[src/rtl/mem_arb_pkg.sv]
// Shared types and default sizing for the fetch/data memory port arbiter.
package mem_arb_pkg;

  typedef enum logic [2:0] {
    IDLE = 3'd0,
    IACC = 3'd1,
    DACC = 3'd2,
    IRSP = 3'd3,
    DRSP = 3'd4
  } arb_state_t;

  localparam int AW_DEF          = 32;
  localparam int DW_DEF          = 32;
  localparam int MAX_DSTREAK_DEF = 4;
  localparam int TIMEOUT_DEF     = 64;

  function automatic logic is_acc(input arb_state_t s);
    return (s == IACC) || (s == DACC);
  endfunction

endpackage

[src/rtl/mem_arb_timer.sv]
// Access watchdog: counts cycles spent waiting for MemAck and flags the last allowed cycle.
module mem_arb_timer
  import mem_arb_pkg::*;
#(
  parameter int TIMEOUT = TIMEOUT_DEF
) (
  input  logic clk,
  input  logic Reset,
  input  logic clr,
  input  logic en,
  output logic expired
);

  localparam int CW = (TIMEOUT > 1) ? $clog2(TIMEOUT) : 1;
  localparam logic [CW-1:0] LAST = CW'(TIMEOUT - 1);
  localparam logic [CW-1:0] ONE  = CW'(1);

  logic [CW-1:0] count_r;
  logic          expired_s;

  assign expired_s = (count_r == LAST);
  assign expired   = expired_s;

  // Cycle counter; holds at LAST so a stuck state cannot wrap it
  always_ff @(posedge clk or posedge Reset) begin
    if (Reset) begin
      count_r <= '0;
    end else if (clr) begin
      count_r <= '0;
    end else if (en && !expired_s) begin
      count_r <= count_r + ONE;
    end else begin
      count_r <= count_r;
    end
  end

endmodule

[src/rtl/mem_port_arbiter.sv]
// Arbitrates the single-ported unified memory between instruction fetch and the
// memory stage, sequencing grant / bus hold / MemAck wait / one-cycle response.
module mem_port_arbiter
  import mem_arb_pkg::*;
#(
  parameter int AW          = AW_DEF,
  parameter int DW          = DW_DEF,
  parameter int MAX_DSTREAK = MAX_DSTREAK_DEF,
  parameter int TIMEOUT     = TIMEOUT_DEF
) (
  input  logic          clk,
  input  logic          Reset,
  input  logic          IReqF,
  input  logic [AW-1:0] IAddrF,
  output logic [DW-1:0] InstrF,
  output logic          IReadyF,
  input  logic          DReqM,
  input  logic          DWeM,
  input  logic [AW-1:0] DAddrM,
  input  logic [DW-1:0] DWDataM,
  output logic [DW-1:0] DRDataM,
  output logic          DReadyM,
  output logic          MemReq,
  output logic          MemWe,
  output logic [AW-1:0] MemAddr,
  output logic [DW-1:0] MemWData,
  input  logic [DW-1:0] MemRData,
  input  logic          MemAck,
  output logic          StallMemF,
  output logic          StallMemM,
  output logic          MemErr
);

  localparam int SW = $clog2(MAX_DSTREAK + 1);
  localparam logic [SW-1:0] STREAK_MAX = SW'(MAX_DSTREAK);
  localparam logic [SW-1:0] STREAK_ONE = SW'(1);

  arb_state_t    state_r, state_s;
  logic          grant_d_s, grant_i_s, expired_s;
  logic [SW-1:0] dstreak_r, dstreak_s;

  logic          mem_req_r, mem_req_s;
  logic          mem_we_r, mem_we_s;
  logic [AW-1:0] mem_addr_r, mem_addr_s;
  logic [DW-1:0] mem_wdata_r, mem_wdata_s;
  logic [DW-1:0] instr_r, instr_s;
  logic [DW-1:0] drdata_r, drdata_s;
  logic          iready_r, iready_s;
  logic          dready_r, dready_s;
  logic          mem_err_r, mem_err_s;

  mem_arb_timer #(
    .TIMEOUT (TIMEOUT)
  ) u_timer (
    .clk     (clk),
    .Reset   (Reset),
    .clr     (grant_d_s | grant_i_s),
    .en      (is_acc(state_r)),
    .expired (expired_s)
  );

  // State register
  always_ff @(posedge clk or posedge Reset) begin
    if (Reset) begin
      state_r <= IDLE;
    end else begin
      state_r <= state_s;
    end
  end

  // Next state and grant decision; data normally wins to let the older instruction drain
  always_comb begin
    state_s   = state_r;
    grant_d_s = 1'b0;
    grant_i_s = 1'b0;
    case (state_r)
      IDLE: begin
        if (DReqM && (!IReqF || (dstreak_r < STREAK_MAX))) begin
          grant_d_s = 1'b1;
          state_s   = DACC;
        end else if (IReqF) begin
          grant_i_s = 1'b1;
          state_s   = IACC;
        end else begin
          state_s   = IDLE;
        end
      end
      IACC: begin
        if (MemAck || expired_s) begin
          state_s = IRSP;
        end else begin
          state_s = IACC;
        end
      end
      DACC: begin
        if (MemAck || expired_s) begin
          state_s = DRSP;
        end else begin
          state_s = DACC;
        end
      end
      IRSP:    state_s = IDLE;
      DRSP:    state_s = IDLE;
      default: state_s = IDLE;
    endcase
  end

  // Next values of the bus, response and streak registers
  always_comb begin
    mem_req_s   = mem_req_r;
    mem_we_s    = mem_we_r;
    mem_addr_s  = mem_addr_r;
    mem_wdata_s = mem_wdata_r;
    instr_s     = instr_r;
    drdata_s    = drdata_r;
    iready_s    = 1'b0;
    dready_s    = 1'b0;
    mem_err_s   = 1'b0;
    dstreak_s   = dstreak_r;
    case (state_r)
      IDLE: begin
        if (grant_d_s) begin
          mem_req_s   = 1'b1;
          mem_we_s    = DWeM;
          mem_addr_s  = DAddrM;
          mem_wdata_s = DWDataM;
          if (IReqF && (dstreak_r != STREAK_MAX)) begin
            dstreak_s = dstreak_r + STREAK_ONE;
          end else begin
            dstreak_s = dstreak_r;
          end
        end else if (grant_i_s) begin
          mem_req_s   = 1'b1;
          mem_we_s    = 1'b0;
          mem_addr_s  = IAddrF;
          mem_wdata_s = {DW{1'b0}};
          dstreak_s   = {SW{1'b0}};
        end else begin
          mem_req_s   = 1'b0;
        end
      end
      IACC: begin
        if (MemAck) begin
          mem_req_s = 1'b0;
          instr_s   = MemRData;
          iready_s  = 1'b1;
        end else if (expired_s) begin
          mem_req_s = 1'b0;
          instr_s   = {DW{1'b0}};
          iready_s  = 1'b1;
          mem_err_s = 1'b1;
        end else begin
          mem_req_s = 1'b1;
        end
      end
      DACC: begin
        if (MemAck) begin
          mem_req_s = 1'b0;
          dready_s  = 1'b1;
          if (!mem_we_r) begin
            drdata_s = MemRData;
          end else begin
            drdata_s = drdata_r;
          end
        end else if (expired_s) begin
          mem_req_s = 1'b0;
          drdata_s  = {DW{1'b0}};
          dready_s  = 1'b1;
          mem_err_s = 1'b1;
        end else begin
          mem_req_s = 1'b1;
        end
      end
      IRSP:    mem_req_s = 1'b0;
      DRSP:    mem_req_s = 1'b0;
      default: mem_req_s = 1'b0;
    endcase
  end

  // Output and streak registers
  always_ff @(posedge clk or posedge Reset) begin
    if (Reset) begin
      mem_req_r   <= 1'b0;
      mem_we_r    <= 1'b0;
      mem_addr_r  <= {AW{1'b0}};
      mem_wdata_r <= {DW{1'b0}};
      instr_r     <= {DW{1'b0}};
      drdata_r    <= {DW{1'b0}};
      iready_r    <= 1'b0;
      dready_r    <= 1'b0;
      mem_err_r   <= 1'b0;
      dstreak_r   <= {SW{1'b0}};
    end else begin
      mem_req_r   <= mem_req_s;
      mem_we_r    <= mem_we_s;
      mem_addr_r  <= mem_addr_s;
      mem_wdata_r <= mem_wdata_s;
      instr_r     <= instr_s;
      drdata_r    <= drdata_s;
      iready_r    <= iready_s;
      dready_r    <= dready_s;
      mem_err_r   <= mem_err_s;
      dstreak_r   <= dstreak_s;
    end
  end

  assign MemReq    = mem_req_r;
  assign MemWe     = mem_we_r;
  assign MemAddr   = mem_addr_r;
  assign MemWData  = mem_wdata_r;
  assign InstrF    = instr_r;
  assign DRDataM   = drdata_r;
  assign IReadyF   = iready_r;
  assign DReadyM   = dready_r;
  assign MemErr    = mem_err_r;
  assign StallMemF = IReqF & ~iready_r;
  assign StallMemM = DReqM & ~dready_r;

endmodule

[config.mk]
export PLATFORM = sky130hd
export DESIGN_NAME = mem_port_arbiter
export DESIGN_NICKNAME = d
export VERILOG_FILES = /design/src/rtl/mem_arb_pkg.sv /design/src/rtl/mem_arb_timer.sv /design/src/rtl/mem_port_arbiter.sv
export SDC_FILE = /design/constraint.sdc
export NUM_CORES = 1
export LEC_CHECK = 0
export CORE_MARGIN = 10
export CORE_UTILIZATION = 43
export CTS_CLUSTER_SIZE = 16
export DETAILED_ROUTE_END_ITERATION = 6
export PLACE_DENSITY = 0.81
export SYNTH_ARGS = -nofsm -noshare
export SYNTH_HDL_FRONTEND = slang
export SYNTH_HIERARCHICAL = 1
export SYNTH_SLANG_ARGS = --single-unit
[constraint.sdc]
create_clock -name clk -period 5.8 [get_ports clk]
set_input_delay 1.16 -clock clk [delete_from_list [all_inputs] [get_ports clk]]
set_output_delay 1.16 -clock clk [all_outputs]
set_load 0.05 [all_outputs]
==> flow_summary.html <==
<table>
<tr><th>Metric</th><th>Value</th></tr>
<tr><th colspan="2">Synth</th></tr>
<tr><td>Mean cell area of the mapped netlist</td><td>11.2 um^2</td></tr>
<tr><td>Sequential share of the synthesized area</td><td>58.4%</td></tr>
<tr><td>Fraction of post-synthesis cell area in the top cell type by area</td><td>58.4%</td></tr>
<tr><td>Largest cells by area after synthesis</td><td>dfrtp_1, a22o_1, mux2i_1</td></tr>
<tr><td>Yosys warning count</td><td>6</td></tr>
<tr><td>Synthesized instance count</td><td>554</td></tr>
<tr><td>Proportion of synthesized flip-flops having asynchronous set or reset</td><td>100%</td></tr>
<tr><td>Post-synth EDFFs</td><td>0</td></tr>
<tr><td>Unique cell type count in the Yosys netlist</td><td>45</td></tr>
<tr><td>Register bit total from synthesis</td><td>145</td></tr>
<tr><td>Cell type contributing the most total cell area after synthesis</td><td>dfrtp_1</td></tr>
<tr><td>Synth Cell Area</td><td>6210 um^2</td></tr>
<tr><td>Syn_nets</td><td>691</td></tr>
<tr><td>Top flip-flop cell by instance count after synthesis</td><td>dfrtp_1</td></tr>
<tr><th colspan="2">Timing</th></tr>
<tr><td>Post-route setup TNS</td><td>0 ns</td></tr>
<tr><td>Hold violation total from the final report</td><td>0</td></tr>
<tr><td>Setup skew after layout</td><td>0.0112 ns</td></tr>
<tr><td>Minimum clock period</td><td>3.88 ns</td></tr>
<tr><td>Final count of pins violating max slew</td><td>0</td></tr>
<tr><td>Final Setup Violations</td><td>0</td></tr>
<tr><td>Pin slew with the least headroom to its limit</td><td>1.30 ns</td></tr>
<tr><td>Share of the cycle needed by the critical path after routing</td><td>67.0%</td></tr>
<tr><td>Highest clock rate</td><td>257 MHz</td></tr>
<tr><td>Unrepaired setup endpoints after global routing</td><td>no</td></tr>
<tr><td>Worst slew margin</td><td>13.6%</td></tr>
<tr><th colspan="2">Clocking</th></tr>
<tr><td>Number of instances resized during post-cts repair</td><td>0</td></tr>
<tr><td>Clk pin slew, worst setup/hold paths</td><td>0.06 ns</td></tr>
<tr><td>Maximum number of buffers from clock root to sink</td><td>2</td></tr>
<tr><td>Clock Latency Late Sink</td><td>0.41 ns</td></tr>
<tr><td>Clock root buffer</td><td>clkbuf_16</td></tr>
<tr><td>Htree depth</td><td>4</td></tr>
<tr><td>Total of hold buffers inserted after clock tree synthesis</td><td>0</td></tr>
<tr><td>Number of setup buffers added after CTS</td><td>0</td></tr>
<tr><td>Number of buffers added by the clock tree synthesis step</td><td>17</td></tr>
<tr><td>CTS tree</td><td>done</td></tr>
<tr><td>Clock sink total</td><td>145</td></tr>
<tr><th colspan="2">Place</th></tr>
<tr><td>Port Buf Inserts</td><td>268</td></tr>
<tr><td>Detailed Place HPWL</td><td>14700 um</td></tr>
<tr><td>Placer congestion estimate</td><td>0.818</td></tr>
<tr><th colspan="2">Run</th></tr>
<tr><td>Max_cap viols</td><td>0</td></tr>
<tr><th colspan="2">Power</th></tr>
<tr><td>Power density over cell area</td><td>684 nW/um^2</td></tr>
<tr><td>Max IR drop VDD</td><td>0.500 mV</td></tr>
<tr><td>Final total power</td><td>6.54 mW</td></tr>
<tr><td>Leakage power total</td><td>4.25 nW</td></tr>
<tr><th colspan="2">Global routing</th></tr>
<tr><td>Vias in the first global route</td><td>5804</td></tr>
<tr><td>Maximum number of pins on one net before global-route repair</td><td>104</td></tr>
<tr><td>First-pass GRT wire length</td><td>32500 um</td></tr>
<tr><td>Antenna violations before repair</td><td>0</td></tr>
<tr><td>All-Layer GR Usage</td><td>20.4%</td></tr>
<tr><td>Global route total overflow</td><td>0</td></tr>
<tr><th colspan="2">Floorplan</th></tr>
<tr><td>Effective utilization at floorplan</td><td>44.4%</td></tr>
<tr><td>Top-level port count</td><td>269</td></tr>
<tr><td>Die outline area</td><td>19600 um^2</td></tr>
<tr><td>DIE WIDTH</td><td>140 um</td></tr>
<tr><td>Number of rows created at floorplan</td><td>43</td></tr>
<tr><td>Y dimension of the die</td><td>140 um</td></tr>
<tr><td>Floorplan core area</td><td>14000 um^2</td></tr>
<tr><th colspan="2">Detailed routing</th></tr>
<tr><td>Total Routed Length</td><td>20400 um</td></tr>
<tr><td>Avg WL per Cell</td><td>20.5 um</td></tr>
<tr><td>Total iterations of the first detailed-routing run</td><td>4</td></tr>
<tr><td>Remaining antenna violation count</td><td>0</td></tr>
<tr><td>Drt initial violations</td><td>338</td></tr>
<tr><td>Post-DR vias/cell</td><td>5.40</td></tr>
<tr><td>Total DRC errors in the routed layout</td><td>0</td></tr>
<tr><td>Number of vias in the routed layout</td><td>5352</td></tr>
<tr><th colspan="2">Finish</th></tr>
<tr><td>Net total in the final layout</td><td>938</td></tr>
<tr><td>Fill cell total of the finished layout</td><td>1038</td></tr>
<tr><td>Diodes inserted</td><td>0</td></tr>
<tr><td>Area growth syn-to-layout</td><td>53.9%</td></tr>
<tr><td>Layout cell share with drive strength beyond 1</td><td>6.40%</td></tr>
<tr><th colspan="2">Critical path</th></tr>
<tr><td>Worst-path maximum fanout</td><td>6</td></tr>
<tr><td>Beginning of the critical path</td><td>IReqF</td></tr>
<tr><td>Kind of end point of the critical path</td><td>output pin</td></tr>
<tr><td>Required time of the worst setup path</td><td>4.64 ns</td></tr>
<tr><td>Critical setup path kind</td><td>in2out</td></tr>
<tr><td>Startpoint Class</td><td>input pin</td></tr>
<tr><td>Reg-to-reg critical path startpoint</td><td>state_r[1]</td></tr>
<tr><td>Data arrival time of the critical path</td><td>2.72 ns</td></tr>
<tr><td>FF-to-FF setup slack</td><td>2.49 ns</td></tr>
<tr><th colspan="2">Worst hold path</th></tr>
<tr><td>Launch instance of the worst min-delay path</td><td>MemWData[8]</td></tr>
<tr><td>Type of the worst min-delay path</td><td>reg2reg</td></tr>
<tr><th colspan="2">Outcome</th></tr>
<tr><td>Outcome</td><td>completed</td></tr>
</table>
## cell usage after synthesis, types with 4 or more instances
master,number
buf_2,16
inv_1,40
buf_6,7
a21oi_1,34
o21ai_0,31
a31oi_1,34
nand3_1,35
mux2i_1,32
dfrtp_1,145
nor3_1,4
nor2_1,4
clkbuf_1,19
nand2_1,37
a22o_1,66
## metal layers
layer / up-vias / share of wire, % / global-route usage (%)
li1: 2497 / - / -
met1: 2628 / 39 / 22.7
met2: 201 / 52 / 35.3
met3: 26 / 6.6 / 6.22
met4: 0 / 2.6 / 8.48
met5: - / 0 / 0
## worst paths after layout
path                                      end  depth (start not counted)
max                                 StallMemF                          3
min                               MemWData[8]                          1
max reg2reg                u_timer/count_r[1]                          7
min reg2reg                       MemWData[8]                          1
max in group asynchronous        MemWData[16]                          3
min in group asynchronous  u_timer/count_r[1]                          2
## cell usage in the layout, fill, tap and decap left out, drive strengths merged, types with 7 or more instances in the layout
master,n
dfrtp,145
a21oi,34
a22o,66
nand3,36
nand2,38
mux2i,32
buf,7
clkdlybuf4s50,268
o21ai,34
clkbuf,21
inv,42
a31oi,34
## kinds of logic after synthesis
logic type | after synthesis | share of synthesized area, %
AOI/OAI and AO/OA | 179 | 19.8
DFF | 145 | 58.4
and+or+nand+nor | 105 | 8.97
buffers and inverters | 88 | 6.71
muxes | 34 | 5.52
adders and majority gates | 3 | 0.605
## final cells by class
type / count / area, um^2 / area share (%)
flip-flops and latches: 145 / 3630 / 38.0
inverters: 41 / 159 / 1.66
clock buffers: 21 / 480 / 5.03
clock inverters: 9 / 154 / 1.61
well taps: 180 / 225 / 2.36
multi-input cells: 321 / 2170 / 22.7
repair buffers: 275 / 2740 / 28.6
## sequential cells by signal, summed over array words and instances, names as in the netlist
name / count
DRDataM: 32
state_r: 3
dstreak_r: 3
MemAddr: 32
InstrF: 32
IReadyF: 1
MemWe: 1
DReadyM: 1
u_timer/count_r: 6
MemErr: 1
MemReq: 1
MemWData: 32
## worst max-delay path: stages
cell	delay, ns
clkdlybuf4s50_1	0.59
nor2b_1	0.16
clkdlybuf4s50_1	0.81
## per-stage QoR
stage	utilization (%)	std cells	hold slack, ns	cell area, um^2	worst slack [ns]
floorplan	-	554	0.478	6210	0.915
global placement	63.8	962	0.482	8920	1.93
detailed placement	63.8	962	0.480	8920	1.91
CTS	68.3	992	0.503	9560	1.92
global route	68.3	992	0.507	9560	1.86
finish	68.3	992	0.497	9560	1.92
## report_power, final
group	internal [mW]	leakage [nW]	total, mW	switching [mW]
logic	1.21	2.14	3.62	2.41
registers	1.46	1.81	1.75	0.287
clock network	0.761	0.307	1.17	0.405
total	3.44	4.25	6.54	3.10
Power figures use the tool's default switching activity.
